===== src/rtl/host_slowdown_rx_pkg.sv =====
// host_slowdown_rx_pkg: shared types and constants for the RVVI host slow-down receive path
package host_slowdown_rx_pkg;

    typedef enum logic [2:0] {
        RX_IDLE,
        RX_DST,
        RX_SRC,
        RX_TYPE,
        RX_OPCODE,
        RX_FILL,
        RX_DRAIN
    } rxState_t;

    localparam logic [47:0] RVVI_LOCAL_MAC      = 48'h02_00_00_00_00_01;
    localparam logic [15:0] RVVI_CTRL_ETHERTYPE = 16'h88B5;
    localparam logic [7:0]  RVVI_OP_SLOWDOWN    = 8'h01;
    localparam int          RVVI_SLOWDOWN_HOLD  = 4;

    // Byte k of a MAC address in wire order (k=0 is the first byte on the wire)
    function automatic logic [7:0] macByte(input logic [47:0] mac, input logic [2:0] k);
        return mac[8 * (5 - int'(k)) +: 8];
    endfunction

endpackage


===== src/rtl/host_slowdown_rx_pulse_stretch.sv =====
// pulse_stretch: turns a one-cycle commit strobe into a HOLD_CYCLES-wide level pulse
module pulse_stretch #(
    parameter int HOLD_CYCLES = 4
) (
    input  logic clk,
    input  logic reset,
    input  logic strobe,
    output logic pulse
);

    if (HOLD_CYCLES < 2 || HOLD_CYCLES > 8) begin : g_badHold
        $error("pulse_stretch: HOLD_CYCLES must be in 2..8");
    end

    logic [3:0] holdCnt;

    // Reload on every strobe, otherwise count down to zero
    always_ff @(posedge clk) begin
        if (reset)
            holdCnt <= 4'd0;
        else if (strobe)
            holdCnt <= 4'(HOLD_CYCLES);
        else if (holdCnt != 4'd0)
            holdCnt <= holdCnt - 4'd1;
    end

    assign pulse = holdCnt != 4'd0;

endmodule


===== src/rtl/host_slowdown_rx.sv =====
// host_slowdown_rx: parses host control frames and raises slow-down requests with the requested fill amount
module host_slowdown_rx
    import host_slowdown_rx_pkg::*;
#(
    parameter logic [47:0] LOCAL_MAC   = RVVI_LOCAL_MAC,
    parameter logic [15:0] ETHER_TYPE  = RVVI_CTRL_ETHERTYPE,
    parameter logic [7:0]  OP_SLOWDOWN = RVVI_OP_SLOWDOWN,
    parameter int          HOLD_CYCLES = RVVI_SLOWDOWN_HOLD
) (
    input  logic        clk,
    input  logic        reset,
    input  logic        RxValid,
    input  logic [7:0]  RxData,
    input  logic        RxLast,
    input  logic        RxError,
    output logic        HostRequestSlowDown,
    output logic [31:0] HostFiFoFillAmt,
    output logic [15:0] FrameMatchCount,
    output logic [15:0] FrameDropCount
);

    rxState_t    state, stateNext;
    logic [2:0]  idx, idxNext;
    logic        localOk, localOkNext;
    logic        bcastOk, bcastOkNext;
    logic        typeOk, typeOkNext;
    logic        armed, armedNext;
    logic        errSeen, errNext;
    logic [31:0] staging, stageNext;
    logic        commit, drop;

    // Frame state and per-frame flags; reset abandons any frame in flight
    always_ff @(posedge clk) begin
        if (reset) begin
            state   <= RX_IDLE;
            idx     <= 3'd0;
            localOk <= 1'b0;
            bcastOk <= 1'b0;
            typeOk  <= 1'b0;
            armed   <= 1'b0;
            errSeen <= 1'b0;
            staging <= 32'd0;
        end else begin
            state   <= stateNext;
            idx     <= idxNext;
            localOk <= localOkNext;
            bcastOk <= bcastOkNext;
            typeOk  <= typeOkNext;
            armed   <= armedNext;
            errSeen <= errNext;
            staging <= stageNext;
        end
    end

    // Byte-by-byte parse; armed marks a frame whose MAC+type (and opcode once seen) matched
    always_comb begin
        stateNext   = state;
        idxNext     = idx;
        localOkNext = localOk;
        bcastOkNext = bcastOk;
        typeOkNext  = typeOk;
        armedNext   = armed;
        errNext     = errSeen;
        stageNext   = staging;
        commit      = 1'b0;
        drop        = 1'b0;
        if (RxValid) begin
            errNext = errSeen | RxError;
            unique case (state)
                RX_IDLE: begin
                    localOkNext = RxData == macByte(LOCAL_MAC, 3'd0);
                    bcastOkNext = RxData == 8'hFF;
                    armedNext   = 1'b0;
                    errNext     = RxError;
                    stateNext   = RX_DST;
                end
                RX_DST: begin
                    localOkNext = localOk & (RxData == macByte(LOCAL_MAC, idx + 3'd1));
                    bcastOkNext = bcastOk & (RxData == 8'hFF);
                    if (idx == 3'd4)
                        stateNext = (localOkNext | bcastOkNext) ? RX_SRC : RX_DRAIN;
                end
                RX_SRC: begin
                    if (idx == 3'd5)
                        stateNext = RX_TYPE;
                end
                RX_TYPE: begin
                    if (idx == 3'd0)
                        typeOkNext = RxData == ETHER_TYPE[15:8];
                    else begin
                        armedNext = typeOk & (RxData == ETHER_TYPE[7:0]);
                        stateNext = armedNext ? RX_OPCODE : RX_DRAIN;
                    end
                end
                RX_OPCODE: begin
                    armedNext = armed & (RxData == OP_SLOWDOWN);
                    stateNext = armedNext ? RX_FILL : RX_DRAIN;
                end
                RX_FILL: begin
                    stageNext = {staging[23:0], RxData};
                    if (idx == 3'd3)
                        stateNext = RX_DRAIN;
                end
                default: ;
            endcase
            if (errNext && stateNext != RX_IDLE)
                stateNext = RX_DRAIN;
            if (RxLast) begin
                stateNext = RX_IDLE;
                commit = armedNext & ~errNext &
                         ((state == RX_FILL && idx == 3'd3) || state == RX_DRAIN);
                drop   = armedNext & ~commit;
            end
            idxNext = (stateNext != state) ? 3'd0 : idx + 3'd1;
        end
    end

    // Committed fill amount and saturating statistics
    always_ff @(posedge clk) begin
        if (reset) begin
            HostFiFoFillAmt <= 32'd0;
            FrameMatchCount <= 16'd0;
            FrameDropCount  <= 16'd0;
        end else begin
            if (commit)
                HostFiFoFillAmt <= stageNext;
            if (commit && FrameMatchCount != 16'hFFFF)
                FrameMatchCount <= FrameMatchCount + 16'd1;
            if (drop && FrameDropCount != 16'hFFFF)
                FrameDropCount <= FrameDropCount + 16'd1;
        end
    end

    pulse_stretch #(.HOLD_CYCLES(HOLD_CYCLES)) u_pulse (
        .clk   (clk),
        .reset (reset),
        .strobe(commit),
        .pulse (HostRequestSlowDown)
    );

endmodule


===== config.mk =====
export PLATFORM = sky130hd
export DESIGN_NAME = host_slowdown_rx
export DESIGN_NICKNAME = d
export VERILOG_FILES = /design/src/rtl/host_slowdown_rx_pkg.sv /design/src/rtl/host_slowdown_rx_pulse_stretch.sv /design/src/rtl/host_slowdown_rx.sv
export SDC_FILE = /design/constraint.sdc
export NUM_CORES = 1
export LEC_CHECK = 0
export CAP_MARGIN = 20
export CORE_MARGIN = 1
export CORE_UTILIZATION = 55
export DETAILED_ROUTE_END_ITERATION = 7
export GPL_TIMING_DRIVEN = 0
export PLACE_DENSITY = 0.93
export SLEW_MARGIN = 20
export SYNTH_ARGS = -nofsm -noshare
export SYNTH_HDL_FRONTEND = slang
export SYNTH_SLANG_ARGS = --single-unit

===== constraint.sdc =====
create_clock -name clk -period 7.29 [get_ports clk]
set_clock_uncertainty 0.2 [all_clocks]
set_input_delay 1.458 -clock clk [delete_from_list [all_inputs] [get_ports clk]]
set_output_delay 1.458 -clock clk [all_outputs]
set_load 0.02 [all_outputs]

After elaboration in Yosys (flattened, before gate mapping)
Cells that the tools add are included.

Bits in registers: 111. Output and inout bits: 65. Input bits: 13. Logic and storage cells: 90.

Reductions and logical operators: 14. Eq/ne operators: 18. Bitwise gates (word level): 11. Shift-type cells: 1. Muxes and demuxes: 28. $add $sub $neg: 5.

Operator list (count): 32-bit two-way mux (2); 48-bit by 7-bit indexed part select with 8-bit output (first input constant) (1); 3-bit two-way mux (12); 16-bit by 1-bit adder with 16-bit output (second input constant) (2); 16-bit inequality test (second input constant) (2); 8-bit == test (second input constant) (3); 3-bit case mux with 6 select lines (1); 3-bit == test (second input constant) (5); 3-bit by 2-bit == test with 1-bit output (second input constant) (3); 8-bit by 1-bit == test with 1-bit output (second input constant) (1); 8-bit by 2-bit == test with 1-bit output (second input constant) (1); 8-bit == test (1); 1-bit two-way mux (8); 1-bit AND (7); 3-bit logical NOT (2); 1-bit logical AND (4); 2-bit two-way mux (2); 1-bit case mux with 2 select lines (2); 2-bit nonzero test (2); 4-bit nonzero test (1); 3-bit by 3-bit subtractor with 4-bit output (first input constant) (1); 4-bit by 1-bit subtractor with 4-bit output (second input constant) (1); 3-bit by 1-bit adder with 3-bit output (second input constant) (1); 3-bit by 1-bit == test with 1-bit output (second input constant) (1); other kinds (9) (11).

Logic depth before layout (Yosys ltp)
Gate-level depths: netlist of the first run.

Word-level depth: 17. Gate-level depth with buffers: 9. Gate-level depth less buffers: 8.

Hierarchy
A second synthesis of the first run with hierarchy kept.

Cells, all modules: 631. Area, all modules: 5073.6 sq um.

Modules (own cells, without submodules): host_slowdown_rx (sequential area each 2142.1 sq um, area each 4860.9 sq um, instances 1, cells an instance 610); pulse_stretch (sequential area each 80.1 sq um, area each 212.7 sq um, instances 1, cells an instance 21).

Least setup slack after synthesis of the first run
Ideal clock, no wire load.

Kind: input port to flip-flop. Start: input RxData[5]. End: register FrameDropCount[5]. Cell stages on the path: 6. Path slack: 3.914 ns. Library setup time: 0.123 ns. Required time: 6.967 ns. Arrival: 3.053 ns. Path buffers: 0. Path through: or3_4 > o41ai_2 > o31ai_2 > nor4_1 > nand4_1 > mux2_1.

Cells in the longest elaborated chain, start to end: 12. Elaborated cells between the ends (all ways): 14. Those cells by class: eq/ne: 2; mux: 5; bitwise: 6; reduce/logical: 1.

RTL lines: start: declaration (line host_slowdown_rx.sv:13) `input logic [7:0] RxData,`; 8-bit == test (line host_slowdown_rx.sv:91) `armedNext = typeOk & (RxData == ETHER_TYPE[7:0]);`; 1-bit AND (line host_slowdown_rx.sv:91); 1-bit two-way mux (line host_slowdown_rx.sv:88) `if (idx == 3'd0)`; 1-bit case mux with 3 select lines (*) (line host_slowdown_rx.sv:69) `unique case (state)`; 1-bit two-way mux (*) (line host_slowdown_rx.sv:67) `if (RxValid) begin`; 1-bit AND (2 in a row) (line host_slowdown_rx.sv:110) `commit = armedNext & ~errNext &`; 1-bit inverter (line host_slowdown_rx.sv:112) `drop = armedNext & ~commit;`; 1-bit AND (*) (line host_slowdown_rx.sv:112); 1-bit two-way mux (*) (line host_slowdown_rx.sv:108) `if (RxLast) begin`; 1-bit two-way mux (*) (line host_slowdown_rx.sv:67); 1-bit logical AND (*) (line host_slowdown_rx.sv:129) `if (drop && FrameDropCount != 16'hFFFF)`; end signal: assignment (line host_slowdown_rx.sv:130) `FrameDropCount <= FrameDropCount + 16'd1;`; end: declaration (line host_slowdown_rx.sv:19) `output logic [15:0] FrameDropCount`.

Mark *: on every way between the ends. The rest lies on a longest branch, timed or not. The select of a mux whose other input is x is not followed. A chain may end at the register's enable or synchronous reset.

Worst setup path after layout of the first run
Start: input RxData[1]. End: register idx[2].

Cells in the longest elaborated chain, start to end: 14. Elaborated cells between the ends (all ways): 23. Those cells by class: eq/ne: 5; mux: 11; bitwise: 5; reduce/logical: 2.

RTL lines: 8-bit == test, on equally long branches (line host_slowdown_rx.sv:78, host_slowdown_rx.sv:79); 1-bit AND, on equally long branches (line host_slowdown_rx.sv:78, host_slowdown_rx.sv:79); 1-bit bitwise OR (line host_slowdown_rx.sv:81) `stateNext = (localOkNext | bcastOkNext) ? RX_SRC : RX_DRAIN;`; 3-bit two-way mux (line host_slowdown_rx.sv:81); 3-bit two-way mux (line host_slowdown_rx.sv:80) `if (idx == 3'd4)`; 3-bit case mux with 6 select lines (*) (line host_slowdown_rx.sv:69); 3-bit two-way mux (*) (line host_slowdown_rx.sv:67); 3-bit nonzero test (line host_slowdown_rx.sv:106) `if (errNext && stateNext != RX_IDLE)`; 1-bit logical AND (line host_slowdown_rx.sv:106); 3-bit two-way mux (*) (line host_slowdown_rx.sv:106); 3-bit two-way mux (*) (line host_slowdown_rx.sv:108); 3-bit two-way mux (*) (line host_slowdown_rx.sv:67); 3-bit inequality test (*) (line host_slowdown_rx.sv:114) `idxNext = (stateNext != state) ? 3'd0 : idx + 3'd1;`; 3-bit two-way mux (*) (line host_slowdown_rx.sv:114); end signal: assignment (line host_slowdown_rx.sv:45) `idx <= idxNext;`; end: declaration (line host_slowdown_rx.sv:23) `logic [2:0] idx, idxNext;`.

Marks and branches as above.

==> flow_metrics.py, run 1 <==
metrics = {
    "setup_path": {
        "critPathSlowestCell": "clkdlybuf4s50_1",
        "end_kind": "flop",
        "worst-endpoint-arrival_ns": 3.72,
        "max_stage_delay_ns": 0.54,
        "worst_path_class_setup": "input port to flop",
        "start_kind": "input port",
        "timing.critical_path.cells": "clkdlybuf4s50_1 -> or3b_2 -> nor4_2 -> nor2_1 -> o31ai_1 -> xor2_1 -> a32o_1",
        "critical_path_required_ns": 7.36,
        "crit_fanout": 6,
    },
    "synthesis": {
        "synth_seq_area_share": 0.461,
        "synth.largest_area_cell": "dfxtp_1",
        "syn_area_um2": 4820,
        "synth_cells": 553,
        "synth-seq-cells": 111,
        "asyncSetResetFlopFracSynth": 0,
        "synth_top_cells_by_count": "dfxtp_1 (111), nand2_1 (80), a21oi_1 (48), nor2_1 (44), o22a_1 (32)",
        "synth_flop_cell": "dfxtp_1",
        "leading_cell_type_by_number_of_instances_after_synthesis": "dfxtp_1",
        "synthesized_netlist_net_count": 575,
        "synth-warning-count": 0,
        "synth_area_leaders": "dfxtp_1 (46%), nand2_1 (6.2%), o22a_1 (5.8%)",
        "synthesis.area_per_instance_um2": 8.72,
        "netlist-cell-type-count": 59,
        "synth-edff-count": 0,
        "yosysTopAreaCellShare": 0.461,
    },
    "grt": {
        "track_usage": 0.278,
        "grt_antenna_before_repair": 0,
        "overflow_after_grt": 0,
        "grt_pass1_wl_um": 19800,
        "largest_net_degree_at_the_start_of_global_routing": 22,
        "via_count_of_the_first_global_routing_pass": 4202,
    },
    "clock_tree": {
        "ctsResizeCount": 0,
        "tritoncts": "done",
        "clock_latency_ns": 0.37,
        "postCtsHoldBufs": 0,
        "cts_buffers": 9,
        "max-clock-path-buffers": 2,
        "numClockSinks": 111,
        "htree_num_levels": 3,
        "cts_root_buffer": "clkbuf_8",
        "clkTransAtPathRegs_ns": 0.10,
        "post-cts-setup-buffers": 0,
    },
    "final_layout": {
        "multi_input_comb_area_um2": 2390,
        "diodes": 0,
        "area.sequential_um2": 2220,
        "fillers": 595,
        "finish.instance_area_um2": 5900,
        "share_of_cells_above_drive_strength_1": 0.0621,
        "syn_to_final_growth_pct": 22.4,
        "final_nets": 661,
    },
    "pwr": {
        "clkPwrFrac": 0.324,
        "max-vdd-ir-drop_mv": 0.156,
        "power.share.switching": 0.282,
        "seq_power_share": 0.561,
        "share_of_power_burned_in_combinational_logic": 0.115,
        "p_sw_uw": 316,
        "power.total_mw": 1.12,
        "p_leak_nw": 2.14,
        "cellPowerDensity_nw_per_um2": 190,
        "intPower_uw": 806,
    },
    "sta": {
        "totalNegativeSetupSlack_ns": 0,
        "drv_slew": 0,
        "grt_setup_unrepaired": "false",
        "hold_viol": 0,
        "setup_viol": 0,
        "worst_slew_pin_slew_ns": 0.652,
        "timing.final.crit_share": 0.501,
        "achievable-frequency_mhz": 274,
        "timing.slew.headroom": 0.565,
        "layout_min_cycle_time_ns": 3.65,
    },
    "routing": {
        "m1WireLength_um": 5070,
        "dr_total_vias": 4497,
        "dr.max_layer_used": "met4",
        "ant_nets": 0,
        "wl_met3_um": 1140,
        "drt-pass1-iter-count": 5,
        "drc_errors": 0,
        "wl_per_cell_um": 16.4,
        "via_per_inst": 6.00,
        "dr.first_iter.drc_count": 341,
        "drt_wl_total_um": 12300,
        "met2WireLength_um": 5910,
    },
    "floorplan": {
        "core_region_area_um2": 8340,
        "initial_utilization": 0.578,
        "top_level_ports": 78,
        "placement_rows": 33,
        "die_height_um": 95.6,
        "die_width_um": 95.6,
        "die_area_um2": 9140,
    },
    "place": {
        "post_dp_cell_area_um2": 5700,
        "place.gp.congestion": 0.934,
        "port_buffers": 75,
        "place.detailed.hpwl_um": 8780,
    },
    "job": {
        "maxCapViolCount": 0,
    },
    "min_path": {
        "worst_hold_path_type": "flop to flop",
    },
    "status": {
        "run_status": "completed",
    },
}
[flip-flops by register name, summed over array words and instances, names as in the netlist]
name and cells:
errSeen 1, idx 3, FrameMatchCount 16, localOk 1, u_pulse.holdCnt 4, state 3, bcastOk 1, HostFiFoFillAmt 32
staging 32, FrameDropCount 16, typeOk 1, armed 1
[through the flow]
stage	hold slack (ns)	cells	util	setup slack, ns
after floorplan	0.232	553	-	3.91
after global placement	0.242	733	0.684	3.30
after detailed placement	0.252	733	0.684	3.28
after CTS	0.266	749	0.707	3.66
after global routing	0.288	749	0.707	3.50
final	0.263	749	0.707	3.64
[power groups by stage]
stage / clock [mW] / sequential, mW / combinational (mW)
2_1_floorplan: 0 / 0.642 / 0.0875
5_1_grt: 0.388 / 0.632 / 0.142
3_5_place_dp: 0 / 0.644 / 0.126
6_report: 0.363 / 0.630 / 0.129
3_3_place_gp: 0 / 0.642 / 0.122
4_1_cts: 0.362 / 0.630 / 0.128
[worst paths after layout]
check | start | endpoint | slack (ns) | depth (start not counted)
min reg2reg | typeOk | typeOk | 0.26 | 2
max reg2reg | idx[0] | FrameDropCount[11] | 4.60 | 9
max | RxData[1] | idx[2] | 3.64 | 7
min | typeOk | typeOk | 0.26 | 2
[area by class of cell]
class,instances,share of cell area
multi-input cells,391,0.405
flip-flops and latches,111,0.377
repair buffers,75,0.127
plain buffers,32,0.0227
well taps,105,0.0223
clock buffers,9,0.0210
clock inverters,7,0.0127
inverters,19,0.0121
[cells by family (layout without fill, tap and decap cells)]
| group | Yosys count | in the layout | synth area share |
|---|---|---|---|
| adder cells (fa/ha/maj) | 10 | 10 | 0.0254 |
| multiplexers | 4 | 4 | 0.00857 |
| buffers and inverters | 51 | 142 | 0.0426 |
| AO/OA/AOI/OAI | 130 | 130 | 0.187 |
| XOR/XNOR | 21 | 21 | 0.0382 |
| flip-flops | 111 | 111 | 0.461 |
| AND/OR/NAND/NOR | 226 | 226 | 0.237 |
[placed cells by master, fill, tap and decap left out, types with 3 or more instances in the layout]
cell type,netlist,layout
xor2_1,5,5
clkdlybuf4s50_1,0,75
mux2i_1,3,3
or3_1,12,12
and3_1,4,4
nor3_1,17,17
o21ai_0,11,11
nand2b_1,6,6
xnor2_1,16,16
clkbuf_8,0,9
nor2_1,44,44
nor4_2,6,6
and4_1,3,3
and2_1,3,3
nand2_1,80,80
o21a_1,3,3
a221oi_1,3,3
a211oi_1,4,4
nand4_1,12,12
buf_1,4,4
clkbuf_1,22,22
dfxtp_1,111,111
nand3_1,16,16
buf_2,5,5
nand3b_1,3,3
a21o_1,3,3
nor4_1,4,4
o22a_1,32,32
a21oi_1,48,48
ha_1,9,9
inv_1,18,18
nor2b_1,6,6
a31o_2,3,3
o22ai_1,3,3
[critical path: cells and delay by family]
kind                   cells  cell delay [ns]
AO/OA/AOI/OAI              2             0.67
XOR/XNOR                   1             0.18
buffers and inverters      1             0.54
AND/OR/NAND/NOR            3             0.87
[layer usage]
metal | vias up | GRT usage
met5 | - | 0
met4 | 0 | 0.0871
met3 | 23 | 0.0606
met2 | 226 | 0.453
met1 | 2109 | 0.368
li1 | 2139 | -
No activity file was read; power rests on OpenSTA's default activity.
==> inputs of run 2 (changes only) <==
--- a/config.mk
+++ b/config.mk
@@ -7,10 +7,10 @@
 export LEC_CHECK = 0
 export CAP_MARGIN = 20
 export CORE_MARGIN = 1
-export CORE_UTILIZATION = 55
+export CORE_UTILIZATION = 53
 export DETAILED_ROUTE_END_ITERATION = 7
 export GPL_TIMING_DRIVEN = 0
-export PLACE_DENSITY = 0.93
+export PLACE_DENSITY = 0.9
 export SLEW_MARGIN = 20
 export SYNTH_ARGS = -nofsm -noshare
 export SYNTH_HDL_FRONTEND = slang
==> constraint.sdc (replaced) <==
create_clock -name clk -period 3.6 [get_ports clk]
set_clock_uncertainty 0.2 [all_clocks]
set_input_delay 0.72 -clock clk [delete_from_list [all_inputs] [get_ports clk]]
set_output_delay 0.72 -clock clk [all_outputs]
set_load 0.02 [all_outputs]
==> flow_metrics.py, run 2 (synthesis results as in run 1) <==
metrics = {
    "place": {
        "port_buffers": 75,
        "place.gp.congestion": 0.911,
        "placedCellCount": 736,
        "place.detailed.hpwl_um": 8720,
    },
    "final_layout": {
        "share_of_cells_above_drive_strength_1": 0.0606,
        "syn_to_final_growth_pct": 22.9,
        "most_common_library_cell_in_the_layout_ignoring_fill_and_taps": "dfxtp_1",
        "final_nets": 661,
        "final_cell_mix": "dfxtp_1 (111), nand2_1 (80), clkdlybuf4s50_1 (75)",
        "stdcell_count": 752,
        "diodes": 0,
        "biggestRegsByFlops": "HostFiFoFillAmt (32), staging (32)",
    },
    "clock_tree": {
        "ctsResizeCount": 0,
        "htree_num_levels": 3,
        "postCtsHoldBufs": 0,
        "tritoncts": "done",
        "clock_latency_ns": 0.37,
        "post-cts-setup-buffers": 0,
        "numClockSinks": 111,
        "cts_root_buffer": "clkbuf_8",
        "cts_buffers": 9,
        "max-clock-path-buffers": 2,
        "clkTransAtPathRegs_ns": 0.10,
    },
    "setup_path": {
        "end_kind": "flop",
        "worstRegToRegCells": 9,
        "worst_path_class_setup": "input port to flop",
        "crit_fanout": 6,
        "timing.critical_path.cells": "clkdlybuf4s50_1 -> or3b_2 -> nor4_2 -> nor2_1 -> o31ai_1 -> xor2_1 -> a32o_1",
        "critical_path_cell_count": 7,
        "setup.reg_to_reg.worst_slack_ns": 0.88,
        "critical_path_buf_inv_count": 1,
        "critPathSlowestCell": "clkdlybuf4s50_1",
        "critical_path.endpoint": "idx[2]",
        "crit_family": "simple AND/OR/NAND/NOR gates",
        "worst-endpoint-arrival_ns": 3.06,
        "max_stage_delay_ns": 0.57,
        "critical_path_required_ns": 3.67,
        "start_kind": "input port",
        "worstSetupStartpoint": "RxData[1]",
        "r2r-end": "FrameDropCount[11]",
        "r2r_start": "idx[0]",
    },
    "pwr": {
        "cellPowerDensity_nw_per_um2": 392,
        "clkPwrFrac": 0.337,
        "max-vdd-ir-drop_mv": 0.256,
        "share_of_power_burned_in_combinational_logic": 0.114,
        "power.share.switching": 0.268,
        "seq_power_share": 0.549,
        "p_sw_uw": 624,
        "intPower_mw": 1.70,
        "p_leak_nw": 2.15,
    },
    "grt": {
        "via_count_of_the_first_global_routing_pass": 4240,
        "track_usage": 0.252,
        "largest_net_degree_at_the_start_of_global_routing": 21,
        "grt_antenna_before_repair": 0,
        "grt_pass1_wl_um": 19700,
        "overflow_after_grt": 0,
    },
    "sta": {
        "hold_viol": 0,
        "timing.slew.headroom": 0.576,
        "grt_setup_unrepaired": "false",
        "hold-worst-slack_ns": 0.265,
        "drv_slew": 0,
        "layout_min_cycle_time_ns": 2.99,
        "timing.final.crit_share": 0.831,
        "achievable-frequency_mhz": 334,
        "worst_slew_pin_slew_ns": 0.632,
        "setup_viol": 0,
        "totalNegativeSetupSlack_ns": 0,
    },
    "floorplan": {
        "die_width_um": 97.4,
        "top_level_ports": 78,
        "initial_utilization": 0.550,
        "die_height_um": 97.4,
        "core_region_area_um2": 8760,
        "placement_rows": 34,
        "die_area_um2": 9480,
    },
    "routing": {
        "drc_errors": 0,
        "dr_total_vias": 4431,
        "drt-pass1-iter-count": 5,
        "dr.first_iter.drc_count": 237,
        "ant_nets": 0,
        "wl_per_cell_um": 15.8,
        "drt_wl_total_um": 11900,
        "via_per_inst": 5.89,
    },
    "min_path": {
        "worst_hold_path_type": "flop to flop",
    },
    "status": {
        "run_status": "completed",
    },
    "job": {
        "maxCapViolCount": 0,
    },
}
[run 2: cell count changes in the layout (fill, tap and decap cells not counted)]
| cell | change |
|---|---|
| clkinv_2 | -1 |
| inv_8 | -1 |
| bufinv_16 | +1 |
| clkbuf_1 | +1 |
[run 2: worst reg2reg max path: stages, from the launching register on]
cell	delay [ns]
dfxtp_1	0.36
inv_1	0.12
ha_1	0.23
nor2b_1	0.50
nor4_2	0.14
o31ai_2	0.47
buf_6	0.22
nor2_1	0.09
a41oi_1	0.20
nor3_1	0.06
[run 2: worst min path at each step]
stage            start      end  slack (ns)  cells after the start
6_report        typeOk   typeOk        0.27                      2
5_1_grt         typeOk   typeOk        0.30                      2
4_1_cts        bcastOk  bcastOk        0.27                      2
3_5_place_dp   bcastOk  bcastOk        0.25                      2
3_3_place_gp    typeOk   typeOk        0.24                      2
2_1_floorplan   typeOk   typeOk        0.23                      2
[run 2: routing by layer]
metal,vias up,wire (um),track usage
li1,2140,-,-
met1,2110,5220,0.328
met2,160,5700,0.415
met3,21,748,0.0482
met4,0,201,0.0939
met5,-,0,0
[run 2: power groups by stage]
stage | combinational (mW) | clock, mW | sequential (mW)
3_5_place_dp | 0.260 | 0 | 1.30
5_1_grt | 0.294 | 0.840 | 1.28
2_1_floorplan | 0.177 | 0 | 1.30
4_1_cts | 0.262 | 0.792 | 1.27
3_3_place_gp | 0.248 | 0 | 1.30
6_report | 0.265 | 0.783 | 1.27
[run 2: area by class of cell]
type,count,area (um2)
plain buffers,32,134
clock buffers,10,128
clock inverters,6,88.8
fillers,666,2840
inverters,19,71.3
multi-input cells,391,2390
flip-flops and latches,111,2220
well taps,108,135
repair buffers,75,751
[run 2: stage by stage]
| step | utilization | power (mW) | instance area, um2 | setup WS, ns |
|---|---|---|---|---|
| detailed placement | 0.651 | 1.56 | 5710 | 0.276 |
| finish | 0.676 | 2.32 | 5920 | 0.609 |
| CTS | 0.676 | 2.33 | 5920 | 0.662 |
| floorplan | - | 1.48 | 4820 | 0.962 |
| global route | 0.676 | 2.41 | 5920 | 0.474 |
| global placement | 0.651 | 1.55 | 5710 | 0.334 |
==> inputs of run 3 (changes only) <==
==> constraint.sdc (replaced) <==
create_clock -name clk -period 2.85 [get_ports clk]
set_clock_uncertainty 0.2 [all_clocks]
set_input_delay 0.57 -clock clk [delete_from_list [all_inputs] [get_ports clk]]
set_output_delay 0.57 -clock clk [all_outputs]
set_load 0.02 [all_outputs]
==> flow_metrics.py, run 3 (synthesis results as in run 1) <==
metrics = {
    "setup_path": {
        "crit_fanout": 4,
        "critical_path_required_ns": 2.92,
        "end_kind": "flop",
        "worst-endpoint-arrival_ns": 2.85,
        "worst_path_class_setup": "input port to flop",
        "start_kind": "input port",
    },
    "job": {
        "maxCapViolCount": 0,
    },
    "place": {
        "port_buffers": 75,
        "place.gp.congestion": 0.911,
        "place.detailed.hpwl_um": 8720,
        "placedCellCount": 736,
    },
    "floorplan": {
        "placement_rows": 34,
        "core_region_area_um2": 8760,
        "die_width_um": 97.4,
        "die_height_um": 97.4,
        "initial_utilization": 0.550,
        "top_level_ports": 78,
        "die_area_um2": 9480,
    },
    "final_layout": {
        "diodes": 0,
        "area.sequential_um2": 2220,
        "biggestRegsByFlops": "HostFiFoFillAmt (32), staging (32)",
        "final_cell_mix": "dfxtp_1 (111), nand2_1 (80), clkdlybuf4s50_1 (73)",
        "share_of_cells_above_drive_strength_1": 0.0668,
        "syn_to_final_growth_pct": 24.2,
        "final_nets": 661,
        "multi_input_comb_area_um2": 2450,
        "most_common_library_cell_in_the_layout_ignoring_fill_and_taps": "dfxtp_1",
        "stdcell_count": 752,
        "fillers": 657,
    },
    "sta": {
        "totalNegativeSetupSlack_ns": 0,
        "drv_slew": 0,
        "hold_viol": 0,
        "layout_min_cycle_time_ns": 2.78,
        "setup_viol": 0,
        "grt_setup_unrepaired": "true",
        "achievable-frequency_mhz": 360,
        "timing.slew.headroom": 0.485,
        "timing.final.crit_share": 0.976,
        "worst_slew_pin_slew_ns": 0.768,
        "hold-worst-slack_ns": 0.265,
    },
    "pwr": {
        "seq_power_share": 0.546,
        "max-vdd-ir-drop_mv": 0.324,
        "clkPwrFrac": 0.338,
        "p_leak_nw": 2.21,
        "share_of_power_burned_in_combinational_logic": 0.116,
        "power.share.switching": 0.271,
        "cellPowerDensity_nw_per_um2": 493,
        "power.total_mw": 2.95,
        "p_sw_uw": 800,
        "intPower_mw": 2.15,
    },
    "clock_tree": {
        "htree_num_levels": 3,
        "clkTransAtPathRegs_ns": 0.11,
        "max-clock-path-buffers": 2,
        "postCtsHoldBufs": 0,
        "numClockSinks": 111,
        "cts_root_buffer": "clkbuf_8",
        "cts_buffers": 9,
        "clock_latency_ns": 0.37,
        "tritoncts": "done",
    },
    "routing": {
        "dr.first_iter.drc_count": 309,
        "drt-pass1-iter-count": 5,
        "drt_wl_total_um": 11900,
        "drc_errors": 0,
        "wl_per_cell_um": 15.9,
        "via_per_inst": 5.92,
        "ant_nets": 0,
        "dr_total_vias": 4451,
    },
    "grt": {
        "grt_antenna_before_repair": 0,
        "via_count_of_the_first_global_routing_pass": 4240,
        "overflow_after_grt": 0,
        "track_usage": 0.252,
        "largest_net_degree_at_the_start_of_global_routing": 21,
        "grt_pass1_wl_um": 19700,
    },
    "min_path": {
        "worst_hold_path_type": "flop to flop",
    },
    "status": {
        "run_status": "completed",
    },
}
[run 3: cell count changes in the layout (fill, tap and decap cells not counted), sizes merged]
| cell | change |
|---|---|
| dlymetal6s2s | +2 |
| clkdlybuf4s50 | -2 |
[run 3: worst max-delay path, stage by stage]
cell             delay, ns
clkdlybuf4s50_1       0.49
or3_1                 0.48
o41ai_4               0.35
o31ai_4               0.18
nor4_1                0.26
nand4_1               0.17
mux2_1                0.34
[run 3: layout make-up]
type	count	share of cell area
Inverter	19	0.0119
Tap cell	108	0.0226
Buffer	32	0.0226
Multi-Input combinational cell	391	0.409
Clock inverter	6	0.0148
Timing Repair Buffer	75	0.126
Clock buffer	10	0.0213
Sequential cell	111	0.371
[run 3: metrics by stage]
stage          worst slack [ns]  instance area (um2)   util
6_report                 0.0692                 5990  0.683
5_1_grt                 -0.0114                 5990  0.683
4_1_cts                  0.0621                 5920  0.676
3_5_place_dp             -0.324                 5710  0.651
3_3_place_gp             -0.266                 5710  0.651
2_1_floorplan             0.362                 4820      -
[run 3: power groups by stage]
stage                     logic, mW  registers (mW)  clock network (mW)
final                         0.344            1.61               0.996
after CTS                     0.332            1.61                1.00
after detailed placement      0.329            1.65                   0
after global routing          0.381            1.62                1.06
after floorplan               0.224            1.64                   0
after global placement        0.313            1.64                   0
[run 3: worst paths after layout]
path / startpoint / endpoint / slack, ns / cells after the start
min reg2reg: bcastOk / bcastOk / 0.27 / 2
min: bcastOk / bcastOk / 0.27 / 2
max: RxData[7] / FrameDropCount[5] / 0.07 / 7
max reg2reg: idx[2] / FrameDropCount[14] / 0.15 / 9
[run 3: layer usage]
| layer | routed length (um) | share of wire | vias up | global-route usage |
|---|---|---|---|---|
| met2 | 5710 | 0.48 | 155 | 0.415 |
| li1 | - | - | 2137 | - |
| met3 | 719 | 0.060 | 26 | 0.0482 |
| met5 | 0 | 0 | - | 0 |
| met4 | 256 | 0.021 | 0 | 0.0939 |
| met1 | 5240 | 0.44 | 2133 | 0.328 |
[run 3: what timing repair did]
action,in CTS,in global routing
endpoints found under the hold margin,0,0
endpoints found under the setup margin,0,7
buffers inserted,0,0
gates resized for setup,0,12
